<file path="src/rtl/input_debouncer.sv">
// Synchroniser plus debounce filter: sig_out follows sig_in once the synced level has held for DEBOUNCE_CYCLES clocks.
// Optional glitch counter is enabled by defining DEBOUNCE_GLITCH_CNT_EN.
module input_debouncer #(
  parameter int   SYNC_STAGES     = 2,
  parameter int   DEBOUNCE_CYCLES = 4,
  parameter logic RST_VAL         = 1'b0
) (
  input  logic       clk,
  input  logic       rst,
  input  logic       sig_in,
  output logic       sig_out,
  output logic       busy
`ifdef DEBOUNCE_GLITCH_CNT_EN
  ,
  output logic [7:0] glitch_cnt
`endif
);

  localparam int CNT_W = $clog2(DEBOUNCE_CYCLES + 1);
  localparam logic [CNT_W-1:0] CNT_LAST = CNT_W'(DEBOUNCE_CYCLES - 1);

  typedef enum logic {
    STABLE,
    QUALIFY
  } state_t;

  logic [SYNC_STAGES-1:0] sync;
  logic [CNT_W-1:0]       cnt;
  logic [CNT_W-1:0]       next_cnt;
  logic                   next_out;
  logic                   glitch;
  logic                   s;
  state_t                 state;

  assign s = sync[SYNC_STAGES-1];

  always_ff @(posedge clk or negedge rst) begin
    if (!rst) begin
      sync <= {SYNC_STAGES{RST_VAL}};
    end else begin
      sync <= {sync[SYNC_STAGES-2:0], sig_in};
    end
  end

  // The stability counter doubles as the state: any nonzero count means a change is being qualified.
  always_comb begin
    state = (cnt == '0) ? STABLE : QUALIFY;
  end

  always_comb begin
    next_cnt = cnt;
    next_out = sig_out;
    glitch   = 1'b0;
    if (s == sig_out) begin
      next_cnt = '0;
      glitch   = (state == QUALIFY);
    end else if (cnt == CNT_LAST) begin
      next_out = s;
      next_cnt = '0;
    end else begin
      next_cnt = cnt + 1'b1;
    end
  end

  always_ff @(posedge clk or negedge rst) begin
    if (!rst) begin
      cnt     <= '0;
      sig_out <= RST_VAL;
      busy    <= 1'b0;
    end else begin
      cnt     <= next_cnt;
      sig_out <= next_out;
      busy    <= (next_cnt != '0);
    end
  end

`ifdef DEBOUNCE_GLITCH_CNT_EN
  // Saturating count of qualifications abandoned because the input fell back.
  always_ff @(posedge clk or negedge rst) begin
    if (!rst) begin
      glitch_cnt <= 8'd0;
    end else if (glitch && (glitch_cnt != 8'hFF)) begin
      glitch_cnt <= glitch_cnt + 8'd1;
    end
  end
`endif

endmodule

</file>
<file path="config.mk">
export PLATFORM = sky130hd
export DESIGN_NAME = input_debouncer
export DESIGN_NICKNAME = d
export VERILOG_FILES = /design/src/rtl/input_debouncer.sv
export SDC_FILE = /design/constraint.sdc
export NUM_CORES = 1
export LEC_CHECK = 0
export BUFFER_PORTS_ARGS = -buffer_cell sky130_fd_sc_hd__buf_2
export CORE_AREA = 4 4 41 43
export DETAILED_ROUTE_END_ITERATION = 8
export DIE_AREA = 0 0 45 47
export GPL_TIMING_DRIVEN = 0
export PLACE_DENSITY_LB_ADDON = 0.3
export SYNTH_ARGS = -nofsm -noshare
export SYNTH_HDL_FRONTEND = slang
export SYNTH_SLANG_ARGS = --single-unit
</file>
<file path="constraint.sdc">
create_clock -name clk -period 2.6 [get_ports clk]
set_clock_uncertainty 0.2 [all_clocks]
set_input_delay 0 -clock clk [delete_from_list [all_inputs] [get_ports clk]]
set_output_delay 0 -clock clk [all_outputs]
set_load 0.05 [all_outputs]
</file>
==> flow_metrics.py, run 1 <==
metrics = {
    "synthesis": {
        "syn_inst": 18,
        "yosysTopAreaCellShare_pct": 63.9,
        "ys_seq_elements": 7,
        "yosysUniqueCellTypes": 11,
        "seq_area_frac_synth_pct": 63.9,
        "syn-cell-area_um2": 274,
        "synth_area_leader_cell": "dfrtp_1",
        "yosys_warnings": 0,
        "synth_nets": 22,
        "avgSynthCellArea_um2": 15.2,
        "synthTopCellsByArea": "dfrtp_1 (64%), a311oi_2 (5.5%), mux2_4 (5.5%)",
    },
    "floorplan": {
        "start_util_pct": 21.1,
        "pin_count": 5,
        "die_h_um": 47,
        "dieArea_um2": 2120,
        "die-width_um": 45,
        "std_cell_rows": 13,
        "core_area_um2": 1300,
    },
    "worst_hold_path": {
        "hp-class": "reg2reg",
    },
    "layout": {
        "syn2layout_area_growth_pct": 34.7,
        "final_cell_mix": "dfrtp_1 (7), buf_2 (4), clkbuf_4 (3), dlygate4sd3_1 (3), nor3b_1 (2)",
        "final_common_cell": "dfrtp_1",
        "fillers": 137,
        "drive_gt1_share_pct": 34.5,
        "nNetsFinal": 34,
        "n_antenna_cell": 0,
    },
    "clock_tree": {
        "cts.sinks": 7,
        "numCtsBuffers": 3,
        "cts_root_buf": "clkbuf_4",
        "tritoncts": "done",
        "clock_latency_ns": 0.25,
        "post_cts_resized": 0,
        "cts_setup_buffers": 0,
        "htree_levels": 1,
        "cts.path.max_buffers": 2,
        "path_clk_slew_ns": 0.06,
    },
    "route": {
        "viasPerCell": 3.77,
        "post_drt_wl_per_cell_um": 10.4,
        "vias": 166,
        "drt_iter0_drc": 4,
        "firstDrtPassIters": 3,
        "drc": 0,
        "drt_wl_total_um": 458,
        "final_antenna_net_count": 0,
    },
    "worst_setup_path": {
        "crit_start": "cnt[0]$_DFF_PN0_",
        "start_kind": "register",
        "r2r_start": "cnt[0]$_DFF_PN0_",
        "r2r_end": "sig_out$_DFFE_PN0P_",
        "r2r_cells": 3,
        "critPathArrivalTime_ns": 1.36,
        "worst-path-max-fanout": 4,
        "crit_type": "reg2reg",
        "reg2reg_slack_ns": 1.17,
        "worstPathRequired_ns": 2.53,
        "crit_path_end": "sig_out$_DFFE_PN0P_",
        "endpoint_kind": "register",
    },
    "grt": {
        "grt_pass1_vias": 208,
        "grt_max_degree": 8,
        "gr-total-overflow": 0,
        "antenna_found_initial": 0,
        "grt_pass1_wl_um": 924,
        "grt_usage_pct": 6.94,
    },
    "place": {
        "dp_hpwl_um": 318,
        "gp_congestion": 0.606,
        "io_buffers": 4,
    },
    "sta": {
        "whs_ns": 0.166,
        "period_share_pct": 55.0,
        "fmax_ghz": 0.699,
        "hold_violations": 0,
        "slew_headroom_pct": 75.6,
        "finalSetupViolCount": 0,
        "rsz0062_at_grt": "no",
        "finalMaxSlewViolations": 0,
        "tightest_slew_ns": 0.363,
        "fin_tns_setup_ns": 0,
        "fin_crit_ns": 1.43,
    },
    "pwr": {
        "p_switching_uw": 164,
        "p_clk_share_pct": 23.6,
        "pwr-share-seq_pct": 36.7,
        "p_leak_nw": 0.167,
        "netSwitchingFraction_pct": 38.5,
        "powerDensity_nw_per_um2": 1160,
        "p_int_uw": 263,
        "p_comb_share_pct": 39.7,
        "ir_drop_uv": 425,
    },
    "status": {
        "outcome": "completed",
    },
    "flow_run": {
        "drv_cap": 0,
    },
}
-- stage by stage --
stage               util (%)  power (mW)  setup slack [ns]  cells  area, µm²
floorplan                  -       0.293              1.26     18        274
global placement        24.0       0.323              1.20     37        313
detailed placement      24.0       0.328              1.19     37        313
CTS                     28.4       0.436              1.16     44        369
global route            28.4       0.468              1.08     44        369
finish                  28.4       0.427              1.17     44        369
-- layer usage --
| layer | routed length [µm] | vias up | track usage, % |
|---|---|---|---|
| li1 | - | 82 | - |
| met1 | 214 | 77 | 7.26 |
| met2 | 202 | 7 | 9.04 |
| met3 | 41 | 0 | 6.90 |
| met4 | 0 | 0 | 3.51 |
| met5 | 0 | - | 0 |
-- Yosys cell counts, drive strengths merged --
library cell,n
xnor2,1
ha,1
inv,1
nand2b,1
nor3b,2
dfrtp,7
a311oi,1
nor2b,1
nor2,1
mux2,1
nor3,1
-- worst min path at each step --
stage | from | end | slack [ns] | cells after the start
6_report | sync[0]$_DFF_PN0_ | sync[1]$_DFF_PN0_ | 0.17 | 0
2_1_floorplan | rst | busy$_DFF_PN0_ | -0.50 | 0
3_5_place_dp | rst | cnt[1]$_DFF_PN0_ | -0.36 | 1
4_1_cts | sync[0]$_DFF_PN0_ | sync[1]$_DFF_PN0_ | 0.17 | 0
3_3_place_gp | rst | busy$_DFF_PN0_ | -0.36 | 1
5_1_grt | sync[0]$_DFF_PN0_ | sync[1]$_DFF_PN0_ | 0.18 | 0
-- state kept, by name, summed over array words and instances (netlist names) --
register / count
busy: 1
sig_out: 1
cnt: 3
sync: 2
-- power groups by stage --
stage | combinational [mW] | sequential (mW) | clock [mW]
4_1_cts | 0.172 | 0.157 | 0.106
3_3_place_gp | 0.165 | 0.158 | 0
5_1_grt | 0.189 | 0.161 | 0.118
6_report | 0.170 | 0.157 | 0.101
3_5_place_dp | 0.169 | 0.159 | 0
2_1_floorplan | 0.0821 | 0.211 | 0
-- worst max-delay path, stage by stage, from the launching register on --
cell and delay (ns):
dfrtp_1 0.39, ha_1 0.23, nor2b_4 0.18, mux2_4 0.30
-- final cells by class --
cell class / instances / area (µm²) / share of cell area (%)
clock buffer: 4 / 26.3 / 7.12
multi-input combinational: 10 / 95.1 / 25.8
inverter: 1 / 3.75 / 1.02
timing repair buffer: 7 / 50.0 / 13.6
tap: 15 / 18.8 / 5.08
sequential: 7 / 175 / 47.5
-- repair_timing --
item,4_1_cts,5_1_grt
hold endpoints to repair,8,0
hold buffers,3,0
setup endpoints to repair,0,0
-- cell families (layout without fill, tap and decap cells) --
| family | Yosys count | in the layout | share of synthesized area [%] |
|---|---|---|---|
| multiplexers | 1 | 1 | 5.48 |
| AND/OR/NAND/NOR | 6 | 6 | 16.0 |
| XOR/XNOR | 1 | 1 | 3.20 |
| flip-flops | 7 | 7 | 63.9 |
| adder cells (fa/ha/maj) | 1 | 1 | 4.57 |
| AO/OA/AOI/OAI | 1 | 1 | 5.48 |
| buffers and inverters | 1 | 12 | 1.37 |
(Power assumes the default switching activity.)
==> run 2: changes to the inputs <==
--- a/config.mk
+++ b/config.mk
@@ -5,6 +5,7 @@
 export SDC_FILE = /design/constraint.sdc
 export NUM_CORES = 1
 export LEC_CHECK = 0
+export ABC_AREA = 1
 export BUFFER_PORTS_ARGS = -buffer_cell sky130_fd_sc_hd__buf_2
 export CORE_AREA = 4 4 41 43
 export DETAILED_ROUTE_END_ITERATION = 8
==> constraint.sdc (replaced) <==
create_clock -name clk -period 1.2 [get_ports clk]
set_clock_uncertainty 0.2 [all_clocks]
set_input_delay 0 -clock clk [delete_from_list [all_inputs] [get_ports clk]]
set_output_delay 0 -clock clk [all_outputs]
set_load 0.05 [all_outputs]
==> run 2 against run 1 <==
Compared with the run above:
- routed wire length shrank 16%
- combinational power is 66% higher
- critical path type unchanged
- largest cell class unchanged
- cell count rose by 18%
- sequential share of layout area increased by 1.5 points
- via count grew 11%
- highest routed layer unchanged
- hold slack lost 0.012 ns
- power rose by 90%
- count of clock-buffer cells in the layout unchanged
- final area down 2.4%
- register-to-register slack got worse by 1.1 ns
==> flow_metrics.py, run 2 <==
metrics = {
    "sta": {
        "tightest_slew_ns": 0.252,
        "fin_tns_setup_ns": 0,
        "hold_violations": 0,
        "fin_crit_ns": 1.12,
        "finalSetupViolCount": 0,
        "slew_headroom_pct": 83.3,
        "period_share_pct": 93.6,
        "finalMaxSlewViolations": 0,
        "fin_ws_ns": 0.0762,
        "rsz0062_at_grt": "no",
        "fmax_ghz": 0.890,
        "whs_ns": 0.155,
    },
    "clock_tree": {
        "cts_root_buf": "clkbuf_4",
        "cts.sinks": 7,
        "tritoncts": "done",
        "htree_levels": 1,
        "numCtsBuffers": 3,
        "cts.path.max_buffers": 2,
        "clock_latency_ns": 0.24,
        "path_clk_slew_ns": 0.05,
    },
    "synthesis": {
        "async_reset_ff_share_pct": 100,
        "syn-cell-area_um2": 262,
        "synth_area_leader_cell": "dfrtp_1",
        "synth_nets": 30,
        "yosys_warnings": 0,
        "seq_area_frac_synth_pct": 67.0,
        "yosysUniqueCellTypes": 9,
        "avgSynthCellArea_um2": 10.1,
        "ys.flop_type": "dfrtp_1",
        "synthTopCellsByCount": "dfrtp_1 (7), nand2_1 (7), inv_1 (6)",
        "yosysTopAreaCellShare_pct": 67.0,
        "syn_inst": 26,
        "ys_seq_elements": 7,
        "synth_edf_count": 0,
        "synthTopCellsByArea": "dfrtp_1 (67%), nand2_1 (10%), inv_1 (8.6%)",
    },
    "pwr": {
        "ir_drop_uv": 916,
        "powerDensity_nw_per_um2": 2250,
        "p_leak_nw": 0.201,
    },
    "floorplan": {
        "die_h_um": 47,
        "dieArea_um2": 2120,
        "die-width_um": 45,
        "start_util_pct": 20.1,
        "core_area_um2": 1300,
        "std_cell_rows": 13,
        "pin_count": 5,
    },
    "flow_run": {
        "drv_cap": 0,
    },
    "worst_hold_path": {
        "hp-class": "reg2reg",
    },
    "worst_setup_path": {
        "crit_chain": "ha_2 > nand2_1 > nand3_1",
        "start_kind": "register",
        "worst-path-max-fanout": 2,
        "crit_type": "reg2reg",
        "endpoint_kind": "register",
        "max_stage_delay_ns": 0.38,
        "worstPathRequired_ns": 1.12,
        "critPathArrivalTime_ns": 1.04,
        "slowest_stage": "dfrtp_1",
    },
    "layout": {
        "top_register": "cnt",
        "syn2layout_area_growth_pct": 37.8,
        "drive_gt1_share_pct": 27.0,
        "n_antenna_cell": 0,
        "nNetsFinal": 42,
        "final_common_cell": "nand2_1",
        "final_area_um2": 360,
        "final_cell_mix": "nand2_1 (7), inv_1 (6), dfrtp_1 (6), buf_2 (4)",
        "top_regs": "cnt (3), sync (2)",
        "largest_reg_flops": 3,
    },
    "grt": {
        "grt_usage_pct": 5.66,
        "grt_pass1_vias": 232,
        "antenna_found_initial": 0,
        "grt_max_degree": 8,
        "gr-total-overflow": 0,
        "grt_pass1_wl_um": 779,
    },
    "route": {
        "viasPerCell": 3.56,
        "vias": 185,
        "drt_wl_total_um": 385,
        "firstDrtPassIters": 1,
        "post_drt_wl_per_cell_um": 7.40,
        "drc": 0,
        "drt_iter0_drc": 0,
        "final_antenna_net_count": 0,
    },
    "status": {
        "outcome": "completed",
    },
    "place": {
        "io_buffers": 4,
        "place_ws_ns": 0.0360,
        "gp_congestion": 0.739,
        "postPlaceCellArea_um2": 302,
    },
}
-- run 2: path summary, 6_finish.rpt --
kind / startpoint / endpoint / slack [ns] / depth (start not counted)
setup / recovery: cnt[0]$_DFF_PN0_ / busy$_DFF_PN0_ / 0.08 / 3
hold / removal: sync[0]$_DFF_PN0_ / sync[1]$_DFF_PN0_ / 0.15 / 0
setup reg to reg: cnt[0]$_DFF_PN0_ / busy$_DFF_PN0_ / 0.08 / 3
hold reg to reg: sync[0]$_DFF_PN0_ / sync[1]$_DFF_PN0_ / 0.15 / 0
max in group asynchronous: rst / sig_out$_DFFE_PN0P_ / 0.18 / 3
min in group asynchronous: rst / busy$_DFF_PN0_ / 0.45 / 3
-- run 2: repair_timing --
item,in CTS,in global routing
gates resized for setup,0,1
hold buffers,3,1
endpoints found under the setup margin,0,9
buffers inserted,0,0
hold endpoints to repair,8,7
-- run 2: critical path: cells and delay by family (launching register included) --
family	cells	cell delay, ns
AND/OR/NAND/NOR	2	0.16
adder cells (fa/ha/maj)	1	0.27
flip-flops	1	0.38
-- run 2: kinds of logic after synthesis --
kind of cell	count (synthesis)	synth area share, %
AO/OA/AOI/OAI	2	3.82
adder cells (fa/ha/maj)	1	4.78
buffers and inverters	6	8.61
flip-flops	7	67.0
AND/OR/NAND/NOR	10	15.8
-- run 2: area by class of cell --
| type | instances | area (µm²) |
|---|---|---|
| Clock buffer | 4 | 26.3 |
| Fill cell | 146 | 941 |
| Inverter | 6 | 22.5 |
| Multi-Input combinational cell | 13 | 66.3 |
| Sequential cell | 7 | 176 |
| Tap cell | 15 | 18.8 |
| Timing Repair Buffer | 7 | 50.0 |
-- run 2: where the power goes --
group | leakage [nW] | internal, mW | switching, mW
Sequential | 0.0867 | 0.301 | 0.0308
Combinational | 0.0989 | 0.0799 | 0.202
Clock | 0.0150 | 0.126 | 0.0725
-- run 2: through the flow --
step / power, mW / utilization [%] / instances
after floorplan: 0.545 / - / 26
after global placement: 0.606 / 23.2 / 45
after detailed placement: 0.615 / 23.2 / 45
after CTS: 0.833 / 27.5 / 52
after global routing: 0.880 / 27.7 / 52
final: 0.812 / 27.7 / 52
-- run 2: metal layers --
| metal | wire length [µm] | global-route usage, % | share of wire (%) |
|---|---|---|---|
| met2 | 235 | 9.89 | 61 |
| met1 | 126 | 3.96 | 33 |
| met3 | 24 | 1.53 | 6.2 |
| met4 | 0 | 8.77 | 0 |
| met5 | 0 | 0 | 0 |
==> run 3: changes to the inputs <==
--- a/config.mk
+++ b/config.mk
@@ -12,6 +12,7 @@
 export DIE_AREA = 0 0 45 47
 export GPL_TIMING_DRIVEN = 0
 export PLACE_DENSITY_LB_ADDON = 0.3
+export SETUP_SLACK_MARGIN = 0.2
 export SYNTH_ARGS = -nofsm -noshare
 export SYNTH_HDL_FRONTEND = slang
 export SYNTH_SLANG_ARGS = --single-unit
==> run 3 against run 2 <==
Compared with the run above:
- the run now ends with negative hold slack left
- cell count is the same
- hold slack lost 0.24 ns
- setup slack gained 0.017 ns
- global-route usage grew 0.48 points
- sequential power grew 6.0%
- combinational power grew 34%
- register-to-register slack gained 0.02 ns
- flip-flop and latch count is the same
- fmax grew 1.5%
==> flow_metrics.py, run 3 (synthesis results as in run 2) <==
metrics = {
    "status": {
        "outcome": "complete, but fails checks",
        "violations": "negative hold slack",
    },
    "pwr": {
        "p_int_uw": 585,
        "powerDensity_nw_per_um2": 2380,
        "p_comb_share_pct": 40.8,
        "ir_drop_uv": 950,
        "p_leak_nw": 0.206,
        "p_clk_share_pct": 21.3,
        "netSwitchingFraction_pct": 36.8,
        "pwr-share-seq_pct": 37.9,
        "p_switching_uw": 341,
    },
    "floorplan": {
        "die_h_um": 47,
        "start_util_pct": 20.1,
        "dieArea_um2": 2120,
        "std_cell_rows": 13,
        "die-width_um": 45,
        "core_area_um2": 1300,
        "pin_count": 5,
    },
    "clock_tree": {
        "path_clk_slew_ns": 0.05,
        "cts.sinks": 7,
        "cts_root_buf": "clkbuf_4",
        "cts_hold_buffers": 2,
        "cts.path.max_buffers": 2,
        "tritoncts": "done",
        "htree_levels": 1,
        "numCtsBuffers": 3,
        "clock_latency_ns": 0.24,
    },
    "route": {
        "drc": 0,
        "firstDrtPassIters": 1,
        "post_drt_wl_per_cell_um": 8.04,
        "final_antenna_net_count": 0,
        "drt_iter0_drc": 0,
        "vias": 192,
        "drt_wl_total_um": 418,
        "viasPerCell": 3.69,
    },
    "layout": {
        "multiInputGateArea_um2": 85.1,
        "drive_gt1_share_pct": 37.8,
        "top_regs": "cnt (3), sync (2)",
        "n_antenna_cell": 0,
        "regArea_um2": 176,
        "top_register": "cnt",
        "fillers": 145,
        "final_area_um2": 389,
        "syn2layout_area_growth_pct": 48.8,
        "nNetsFinal": 42,
        "final_cell_mix": "inv_1 (6), nand2_1 (6), dfrtp_1 (6), clkbuf_4 (3)",
        "final_core_util_pct": 29.9,
        "largest_reg_flops": 3,
    },
    "sta": {
        "whs_ns": -0.0871,
        "fin_tns_setup_ns": 0,
        "slew_headroom_pct": 89.7,
        "fmax_ghz": 0.903,
        "period_share_pct": 92.2,
        "hold_violations": 7,
        "tightest_slew_ns": 0.155,
        "finalMaxSlewViolations": 0,
        "finalSetupViolCount": 0,
        "fin_crit_ns": 1.11,
        "rsz0062_at_grt": "yes",
    },
    "place": {
        "postPlaceCellArea_um2": 302,
        "io_buffers": 4,
        "gp_congestion": 0.739,
    },
    "grt": {
        "grt_usage_pct": 6.14,
        "gr-total-overflow": 0,
        "grt_max_degree": 8,
        "grt_pass1_wl_um": 869,
        "grt_pass1_vias": 234,
        "antenna_found_initial": 0,
    },
    "worst_setup_path": {
        "r2r_cells": 3,
        "endpoint_kind": "register",
        "critPathArrivalTime_ns": 1.03,
        "start_kind": "register",
        "worstPathRequired_ns": 1.12,
        "worst-path-max-fanout": 2,
        "crit_type": "reg2reg",
    },
    "worst_hold_path": {
        "hp-class": "in2async",
    },
    "flow_run": {
        "drv_cap": 0,
    },
}
run 3: timing repair:
action | CTS | global route
buffers inserted | 1 | 0
pin swaps | 4 | 2
setup endpoints to repair | 7 | 7
resized for setup | 9 | 1
hold endpoints to repair | 8 | 7
run 3: per-stage QoR:
stage                     cells  hold slack [ns]  total power, mW  setup slack (ns)
final                        52          -0.0871            0.927            0.0932
after global routing         52          -0.0652             1.00            0.0308
after CTS                    52          -0.0995            0.944            0.0961
after detailed placement     45           -0.362            0.615            0.0360
after global placement       45           -0.367            0.606            0.0514
after floorplan              26           -0.496            0.545            0.0389
run 3: final cells by class:
type | count | area share, %
Sequential cell | 7 | 45.3
Multi-Input combinational cell | 13 | 21.9
Timing Repair Buffer | 7 | 15.4
Clock buffer | 4 | 6.75
Inverter | 6 | 5.79
Tap cell | 15 | 4.82
run 3: final timing paths:
check	from	end	slack, ns
min in group clk	sync[0]$_DFF_PN0_	sync[1]$_DFF_PN0_	0.15
max in group asynchronous	rst	sig_out$_DFFE_PN0P_	0.72
worst max register to register	cnt[0]$_DFF_PN0_	busy$_DFF_PN0_	0.09
worst min-delay path	rst	busy$_DFF_PN0_	-0.09
worst min register to register	sync[0]$_DFF_PN0_	sync[1]$_DFF_PN0_	0.15
worst max-delay path	cnt[0]$_DFF_PN0_	busy$_DFF_PN0_	0.09
run 3: routing by layer:
metal	vias to the layer above	global-route usage [%]	wire, µm
met2	4	10.5	255
met1	90	5.13	138
met5	-	0	0
met4	0	8.77	0
li1	98	-	-
met3	0	1.15	24
run 3: power groups by stage:
stage / Combinational (mW) / Sequential [mW] / Clock (mW)
after floorplan: 0.100 / 0.445 / 0
after global placement: 0.275 / 0.331 / 0
after detailed placement: 0.279 / 0.335 / 0
after CTS: 0.381 / 0.350 / 0.213
after global routing: 0.418 / 0.363 / 0.223
final: 0.378 / 0.351 / 0.198
run 3: critical path, cell delays in order, from the launching register on:
cell,delay [ns]
dfrtp_1,0.40
ha_4,0.25
nand2_2,0.06
nand3_1,0.07
